### config.mk
export PLATFORM = sky130hd
export DESIGN_NAME = falu_arbiter_flat
export DESIGN_NICKNAME = d
export VERILOG_FILES = /design/src/rtl/falu_arbiter_if.sv /design/src/rtl/falu_arbiter.sv /design/src/flat_wrapper.sv
export SDC_FILE = /design/constraint.sdc
export NUM_CORES = 1
export LEC_CHECK = 0
export CELL_PAD_IN_SITES_DETAIL_PLACEMENT = 0
export CELL_PAD_IN_SITES_GLOBAL_PLACEMENT = 1
export CORE_MARGIN = 2
export CORE_UTILIZATION = 28
export CTS_CLUSTER_DIAMETER = 200
export DETAILED_ROUTE_END_ITERATION = 10
export PLACE_DENSITY = 0.85
export SLEW_MARGIN = 20
export SYNTH_ARGS = -nofsm -noshare
export SYNTH_HDL_FRONTEND = slang
export SYNTH_SLANG_ARGS = --single-unit
export TNS_END_PERCENT = 5
### constraint.sdc
create_clock -name clk -period 4.7 [get_ports clk]
set_input_delay 0.705 -clock clk [delete_from_list [all_inputs] [get_ports clk]]
set_output_delay 0.705 -clock clk [all_outputs]
set_load 0.01 [all_outputs]
### src/rtl/falu_arbiter_if.sv
// Request/response bus between NREQ FALU requesters and falu_arbiter.
// master = requester side, slave = arbiter side.
interface falu_arbiter_if #(
  parameter int unsigned NREQ = 2,
  parameter int unsigned IDW  = 1
);
  logic [NREQ-1:0]    req_valid;
  logic [NREQ-1:0]    req_ready;
  logic [4*NREQ-1:0]  req_op;
  logic [32*NREQ-1:0] req_a;
  logic [32*NREQ-1:0] req_b;
  logic               rsp_valid;
  logic               rsp_ready;
  logic [IDW-1:0]     rsp_id;
  logic [31:0]        rsp_result;
  logic [2:0]         rsp_flags;
  logic               rsp_timeout;

  modport master (
    output req_valid, req_op, req_a, req_b, rsp_ready,
    input  req_ready, rsp_valid, rsp_id, rsp_result, rsp_flags, rsp_timeout
  );

  modport slave (
    input  req_valid, req_op, req_a, req_b, rsp_ready,
    output req_ready, rsp_valid, rsp_id, rsp_result, rsp_flags, rsp_timeout
  );
endinterface

### src/rtl/falu_arbiter.sv
// Round-robin arbiter sharing one FALU between NREQ requesters.
// One op in flight: IDLE (grant/accept) -> BUSY (FALU running) -> RESP.
// Illegal option codes (0, >9) bypass the FALU and respond with flags 3'b100.
// Optional watchdog: define FALU_ARB_WDOG_EN to abort BUSY after WDOG_CYCLES.
module falu_arbiter #(
  parameter int unsigned NREQ        = 2,
  parameter int unsigned IDW         = (NREQ > 1) ? $clog2(NREQ) : 1,
  parameter int unsigned WDOG_CYCLES = 64
) (
  input  logic          clk,
  input  logic          rst,
  falu_arbiter_if.slave bus,
  output logic [3:0]    falu_option,
  output logic [31:0]   falu_a,
  output logic [31:0]   falu_b,
  output logic          falu_flush,
  input  logic [31:0]   falu_result,
  input  logic          falu_exc,
  input  logic          falu_ovf,
  input  logic          falu_unf,
  input  logic          falu_done
);

  typedef enum logic [1:0] {IDLE, BUSY, RESP} state_t;

  state_t         state, state_nxt;
  logic [IDW-1:0] rr_ptr, id_q, grant_id, cand, id_nxt_ptr;
  logic           grant_found, accept, op_legal, wdog_hit;
  logic [3:0]     op_q;
  logic [31:0]    a_q, b_q, result_q;
  logic [2:0]     flags_q;
  logic           timeout_q;

  logic [3:0]     op_arr [NREQ];
  logic [31:0]    a_arr  [NREQ];
  logic [31:0]    b_arr  [NREQ];

  for (genvar g = 0; g < NREQ; g++) begin : g_unpack
    assign op_arr[g] = bus.req_op[g*4 +: 4];
    assign a_arr[g]  = bus.req_a[g*32 +: 32];
    assign b_arr[g]  = bus.req_b[g*32 +: 32];
  end

  // Grant: first valid requester at or after rr_ptr, wrapping modulo NREQ.
  always_comb begin
    grant_found = 1'b0;
    grant_id    = '0;
    cand        = '0;
    for (int unsigned i = 0; i < NREQ; i++) begin
      cand = IDW'((32'(rr_ptr) + i) % NREQ);
      if (!grant_found && bus.req_valid[cand]) begin
        grant_found = 1'b1;
        grant_id    = cand;
      end
    end
  end

  assign accept     = (state == IDLE) && grant_found;
  assign op_legal   = (op_arr[grant_id] != 4'd0) && (op_arr[grant_id] <= 4'd9);
  assign id_nxt_ptr = (id_q == IDW'(NREQ - 1)) ? '0 : id_q + 1'b1;

`ifdef FALU_ARB_WDOG_EN
  localparam int unsigned WDW = $clog2(WDOG_CYCLES + 1);
  logic [WDW-1:0] wd_cnt;

  assign wdog_hit = (state == BUSY) && !falu_done && (wd_cnt == WDW'(WDOG_CYCLES - 1));

  // Watchdog: counts BUSY cycles, cleared when an op is accepted.
  always_ff @(posedge clk or posedge rst) begin
    if (rst)                 wd_cnt <= '0;
    else if (accept)         wd_cnt <= '0;
    else if (state == BUSY)  wd_cnt <= wd_cnt + 1'b1;
  end
`else
  assign wdog_hit = 1'b0;
`endif

  assign falu_flush = wdog_hit;

  // State register.
  always_ff @(posedge clk or posedge rst) begin
    if (rst) state <= IDLE;
    else     state <= state_nxt;
  end

  // Next state and request-side ready.
  always_comb begin
    state_nxt     = state;
    bus.req_ready = '0;
    case (state)
      IDLE: if (grant_found) begin
        bus.req_ready[grant_id] = 1'b1;
        state_nxt = op_legal ? BUSY : RESP;
      end
      BUSY: if (falu_done || wdog_hit) state_nxt = RESP;
      RESP: if (bus.rsp_ready) state_nxt = IDLE;
      default: state_nxt = IDLE;
    endcase
  end

  // Operand latch, result capture and round-robin pointer update.
  always_ff @(posedge clk or posedge rst) begin
    if (rst) begin
      rr_ptr    <= '0;
      id_q      <= '0;
      op_q      <= '0;
      a_q       <= '0;
      b_q       <= '0;
      result_q  <= '0;
      flags_q   <= '0;
      timeout_q <= 1'b0;
    end else begin
      if (accept) begin
        op_q      <= op_arr[grant_id];
        a_q       <= a_arr[grant_id];
        b_q       <= b_arr[grant_id];
        id_q      <= grant_id;
        timeout_q <= 1'b0;
        if (!op_legal) begin
          result_q <= '0;
          flags_q  <= 3'b100;
        end
      end
      if (state == BUSY) begin
        if (falu_done) begin
          result_q <= falu_result;
          flags_q  <= {falu_exc, falu_ovf, falu_unf};
        end else if (wdog_hit) begin
          result_q  <= 32'h7FC0_0000;
          flags_q   <= 3'b100;
          timeout_q <= 1'b1;
        end
      end
      if ((state == RESP) && bus.rsp_ready) rr_ptr <= id_nxt_ptr;
    end
  end

  assign bus.rsp_valid   = (state == RESP);
  assign bus.rsp_id      = id_q;
  assign bus.rsp_result  = result_q;
  assign bus.rsp_flags   = flags_q;
  assign bus.rsp_timeout = timeout_q;

  assign falu_option = (state == BUSY) ? op_q : '0;
  assign falu_a      = (state == BUSY) ? a_q  : '0;
  assign falu_b      = (state == BUSY) ? b_q  : '0;

endmodule
### src/flat_wrapper.sv
// flat-port wrapper written by rule: the top's interface ports become plain ports
module falu_arbiter_flat 
#(
  parameter int unsigned NREQ        = 2,
  parameter int unsigned IDW         = (NREQ > 1) ? $clog2(NREQ) : 1,
  parameter int unsigned WDOG_CYCLES = 64
)
  (clk, rst, falu_option, falu_a, falu_b, falu_flush, falu_result, falu_exc, falu_ovf, falu_unf, falu_done, bus_req_valid, bus_req_op, bus_req_a, bus_req_b, bus_rsp_ready, bus_req_ready, bus_rsp_valid, bus_rsp_id, bus_rsp_result, bus_rsp_flags, bus_rsp_timeout);
  falu_arbiter_if #(.NREQ(NREQ), .IDW(IDW)) bus_i ();
  input  logic clk;
  input  logic rst;
  output logic [3:0] falu_option;
  output logic [31:0] falu_a;
  output logic [31:0] falu_b;
  output logic falu_flush;
  input  logic [31:0] falu_result;
  input  logic falu_exc;
  input  logic falu_ovf;
  input  logic falu_unf;
  input  logic falu_done;
  input wire logic [$bits(bus_i.req_valid)-1:0] bus_req_valid;
  input wire logic [$bits(bus_i.req_op)-1:0] bus_req_op;
  input wire logic [$bits(bus_i.req_a)-1:0] bus_req_a;
  input wire logic [$bits(bus_i.req_b)-1:0] bus_req_b;
  input wire logic [$bits(bus_i.rsp_ready)-1:0] bus_rsp_ready;
  output wire logic [$bits(bus_i.req_ready)-1:0] bus_req_ready;
  output wire logic [$bits(bus_i.rsp_valid)-1:0] bus_rsp_valid;
  output wire logic [$bits(bus_i.rsp_id)-1:0] bus_rsp_id;
  output wire logic [$bits(bus_i.rsp_result)-1:0] bus_rsp_result;
  output wire logic [$bits(bus_i.rsp_flags)-1:0] bus_rsp_flags;
  output wire logic [$bits(bus_i.rsp_timeout)-1:0] bus_rsp_timeout;
  assign bus_i.req_valid = bus_req_valid;
  assign bus_i.req_op = bus_req_op;
  assign bus_i.req_a = bus_req_a;
  assign bus_i.req_b = bus_req_b;
  assign bus_i.rsp_ready = bus_rsp_ready;
  assign bus_req_ready = bus_i.req_ready;
  assign bus_rsp_valid = bus_i.rsp_valid;
  assign bus_rsp_id = bus_i.rsp_id;
  assign bus_rsp_result = bus_i.rsp_result;
  assign bus_rsp_flags = bus_i.rsp_flags;
  assign bus_rsp_timeout = bus_i.rsp_timeout;
  falu_arbiter #(.NREQ(NREQ), .IDW(IDW), .WDOG_CYCLES(WDOG_CYCLES)) u_core (.clk(clk), .rst(rst), .bus(bus_i), .falu_option(falu_option), .falu_a(falu_a), .falu_b(falu_b), .falu_flush(falu_flush), .falu_result(falu_result), .falu_exc(falu_exc), .falu_ovf(falu_ovf), .falu_unf(falu_unf), .falu_done(falu_done));
endmodule
* After elaboration in Yosys (flattened, before gate mapping)
Cells that the tools add are included.
W data, S select, Z words.
** Word-level totals
- Register bits :: 107
- Input port bits :: 177
- Output and inout port bits :: 109
- Logic and storage cells :: 69
** Cells by class
- $add $sub $neg :: 2
- Magnitude comparators :: 6
- Equality and inequality tests :: 5
- Mux-type cells :: 38
- Bitwise gates (word level) :: 1
- Reductions and logical operators :: 9
** Operators by type and width (count)
- $mux W32 :: 12
- $mux W4 :: 4
- $mux W2 :: 6
- $mux W3 :: 4
- $mux W1 :: 10
- $lt A1 B2 Y1 const B :: 3
- $pmux W2 S3 :: 1
- $logic_and A1 B1 Y1 :: 5
- $le A4 B4 Y1 const B :: 1
- $ne A2 B2 Y1 const B :: 2
- $reduce_bool A4 Y1 :: 1
- $reduce_and A3 Y1 :: 1
- $add A1 B1 Y1 const B :: 2
- $eq A2 B1 Y1 const B :: 1
- $eq A2 B2 Y1 const B :: 1
- $ge A2 B2 Y1 const B :: 1
- $logic_not A2 Y1 :: 1
- $ne A2 B1 Y1 const B :: 1
- $not A1 Y2 :: 1
- $demux W1 S1 :: 1
- $ge A1 B1 Y1 const B :: 1
- $logic_not A1 Y1 :: 1

* Logic depth before layout (Yosys ltp)
- Depth in word-level cells :: 16
- Mapped depth :: 7
- Gate-level depth less buffers :: 4

* Worst setup path before layout
Ideal clock, no wire load.
- Path kind :: input port to output port
- From :: input bus_req_valid[0]
- To :: output bus_req_ready[1]
- Arrival time :: 1.330 ns
- Data required time :: 3.995 ns
- Slack :: 2.665 ns
- Cell stages on the path :: 3
- Cell sequence :: inv_1 -> o211a_1 -> clkbuf_1
** On the way
- Cells in the longest elaborated chain, start to end :: 12
- Elaborated cells between the ends (all ways) :: 17
- Classes of those cells :: order compare (2); mux (12); reduce/logical (3)
** Ends and longest elaborated chain
- start, declared :: RTL line flat_wrapper.sv:21 : input wire logic [$bits(bus_i.req_valid)-1:0] bus_req_valid;
- $mux W1 (implied by the code) (2 in series) :: RTL line falu_arbiter.sv:51 : if (!grant_found && bus.req_valid[cand]) begin
- $mux W1 :: RTL line falu_arbiter.sv:51
- $logic_not A1 Y1 :: RTL line falu_arbiter.sv:51
- $logic_and A1 B1 Y1 :: RTL line falu_arbiter.sv:51
- $mux W1 :: RTL line falu_arbiter.sv:51
- $lt A1 B2 Y1 (implied by the code) or $ge A1 B1 Y1 (tied branches) :: RTL line falu_arbiter.sv:92 : bus.req_ready[grant_id] = 1'b1;
- $logic_and A1 B1 Y1 (implied by the code) :: RTL line falu_arbiter.sv:92
- $mux W1 (implied by the code) :: RTL line falu_arbiter.sv:92
- $demux W1 S1
- $mux W2 * :: RTL line falu_arbiter.sv:91 : IDLE: if (grant_found) begin
- $mux W2 * :: RTL line falu_arbiter.sv:90 : case (state)
- end, declared :: RTL line flat_wrapper.sv:26 : output wire logic [$bits(bus_i.req_ready)-1:0] bus_req_ready;
Mark *: on every way between the ends. The rest lies on a longest branch, timed or not. The select of a mux whose other input is x is not followed.

* Worst setup path in the final report
- From :: register u_core.state[0]
- To :: output falu_b[30]
** On the way
- Cells in the longest elaborated chain, start to end :: 2
** Ends and longest elaborated chain
- start, declared :: RTL line falu_arbiter.sv:26 : state_t state, state_nxt;
- start signal, assigned :: RTL line falu_arbiter.sv:83 : else state <= state_nxt;
- $eq A2 B1 Y1 :: RTL line falu_arbiter.sv:146 : assign falu_b = (state == BUSY) ? b_q : '0;
- $mux W32 :: RTL line falu_arbiter.sv:146
- end, declared :: RTL line flat_wrapper.sv:14 : output logic [31:0] falu_b;
No other way between the ends.

==> impl_metrics.ini <==
[run_status]
status = finished clean

[worst_setup_path]
timing.rr.start = u_core.state[0]
cp.arrival_ns = 2.67
critPathTopFamily = buffers and inverters
crit_buf_inv = 2
worstSetupPathType = reg2out
max_stage_delay_ns = 0.76
worstPathMaxFanout = 45
required_ns = 3.99
crit_chain = nor2b_4 > buf_4 > and2_1 > clkdlybuf4s50_1
start_kind = flip-flop
crit_path_top_delay_cell = nor2b_4
end_kind = output pin
cp-startpoint = u_core.state[0]

[cts]
clkTransAtPathRegs_ns = 0.08
cts_buffers = 9
cts_tree = built
post_cts_resize_count = 0
h-tree-depth = 3
cts_sinks = 107
insertion_delay_ns = 0.36
cts.path.max_buffers = 2
clock-root-buffer = clkbuf_16
cts-hold-fix-buffers = 0
post_cts_buffers = 0

[route]
drc = 0
ant_nets = 0
drt_pass1_iterations = 4
drt_iter0_drc = 150
viasPerCell = 4.56
routed-via-count = 4780
routed_wl_um = 16100
wl_per_cell_um = 15.3

[sta]
fin_crit_ns = 3.38
relSlewSlack_pct = 30.2
setup_viol = 0
tns_ns = 0
final.period_utilization_pct = 71.9
rsz0062_at_grt = false
finalHoldViolCount = 0
clock_skew_ns = 0.0123
clock.fmax_mhz = 296
final_max_slew_viol_count = 0
tightest_slew_ns = 1.05

[run]
max-cap-violations = 0

[global_route]
grt_pass1_wl_um = 25300
grt_pass1_vias = 4652
overflow = 0
grt_max_degree = 58
grtUsageTotal_pct = 16.2
antenna_found_initial = 0

[power_and_ir_drop]
leakagePower_nw = 3.62
irDropWorstVdd_uv = 255
power_mw = 4.39
power.density_nw_per_um2 = 523

[die]
start_util_pct = 28.6
dieArea_um2 = 19500
core_area_um2 = 18000
die_w_um = 140
dieHeight_um = 140
io_pins = 286
num_rows = 49

[layout]
finalNetCount = 992
drive_gt1_share_pct = 7.44
regArea_um2 = 2680
syn_to_final_growth_pct = 63.2
fillers = 1748
n_antenna_cell = 0
multiInputGateArea_um2 = 2210

[placement]
finalWeightedCongestion = 0.761
dp_hpwl_um = 11600
port_buffers = 283

[yosys]
async_reset_ff_share_pct = 100
synth_edf_count = 0
synthFlopType = dfrtp_1
ys.warnings.count = 0
synth_area_leaders = dfrtp_1 52%, nand2_1 15%, a22oi_1 9.3%
yosysTopAreaCellShare_pct = 52.1
ys_types = 29
synth_area_um2 = 5140
avgSynthCellArea_um2 = 9.28
ys_seq_elements = 107
yosysTopAreaCell = dfrtp_1
synthCells = 554
seq_area_frac_synth_pct = 52.1

[hold_path]
hp-start = u_core.b_q[12]
hold_path.class = reg2reg
[layout by cell type (no fill, tap or decap), types with 2 or more instances in the layout]
cell type and instances:
clkinv_4 2, inv_8 2, mux2i_1 4, and2_1 69, nand3_1 3, o21ai_0 6
clkdlybuf4s50_1 283, buf_4 8, a21oi_1 5, inv_1 2, nand2_1 205, a21oi_2 30
a22oi_1 64, dfrtp_1 107, conb_1 2, clkbuf_16 9
[where the power goes]
group | total [mW] | switching (mW) | leakage, nW | internal, mW
combinational | 2.05 | 1.03 | 2.11 | 1.01
sequential | 1.54 | 0.211 | 1.35 | 1.33
clock | 0.798 | 0.374 | 0.154 | 0.424
[tightest hold or removal path: stages (launching register included)]
cell	delay, ns
dfrtp_1	0.34
nand2_1	0.05
nand2_1	0.05
[registers in the layout, summed over array words and instances (netlist names)]
signal	count
u_core.rr_ptr	1
u_core.bus.rsp_result	32
u_core.b_q	32
u_core.bus.rsp_flags	3
u_core.op_q	4
u_core.state	2
u_core.bus.rsp_id	1
u_core.a_q	32
[per-layer routing]
metal | share of wire, % | GRT usage, % | wire (um) | up-vias
met3 | 7.7 | 5.20 | 1250 | 12
met1 | 42 | 20.6 | 6800 | 2236
met4 | 0.83 | 3.77 | 134 | 0
li1 | - | - | - | 2348
met2 | 49 | 26.8 | 7910 | 184
met5 | 0 | 0 | 0 | -
[worst paths after layout]
kind / end / cells after the start / slack (ns)
min in group asynchronous: u_core.bus.rsp_result[18] / 2 / 0.74
max in group asynchronous: u_core.b_q[6] / 3 / 3.05
max: falu_b[30] / 4 / 1.32
max reg2reg: u_core.bus.rsp_result[3] / 5 / 2.08
min: u_core.b_q[12] / 2 / 0.46
min reg2reg: u_core.b_q[12] / 2 / 0.46
[cells in the mapped netlist (2+ instances only)]
library cell	count
clkbuf_1	18
nand3_1	3
nor2b_1	2
a22oi_1	64
buf_12	3
o21ai_1	2
a21oi_1	5
o21ai_0	6
buf_2	9
a21oi_2	30
and2_1	69
buf_4	11
mux2i_1	4
dfrtp_1	107
inv_1	3
nand2_1	205
[kinds of logic after synthesis]
kind of cell,count (synthesis),synth area share [%]
flops,107,52.1
other cells,1,0.0729
compound gates,113,17.1
buf+inv,45,5.40
mux,4,0.779
simple gates,284,24.6
[metrics by stage]
step                      cell area [um2]  setup slack, ns  util (%)  cells  hold WS (ns)
after floorplan                      5140             1.18         -    555         0.430
after global placement               8080             1.38      45.0   1033         0.441
after detailed placement             8080             1.35      45.0   1033         0.447
after CTS                            8390             1.19      46.7   1049         0.464
after global routing                 8390             1.05      46.7   1049         0.481
final                                8390             1.32      46.7   1049         0.458
[area by class of cell]
cell class,count,area share [%]
clock buffer,9,2.68
multi-input combinational,403,26.3
tap,229,3.42
inverter,3,0.164
clock inverter,7,0.999
timing repair buffer,291,34.5
sequential,107,31.9
Power figures use the tool's default switching activity.
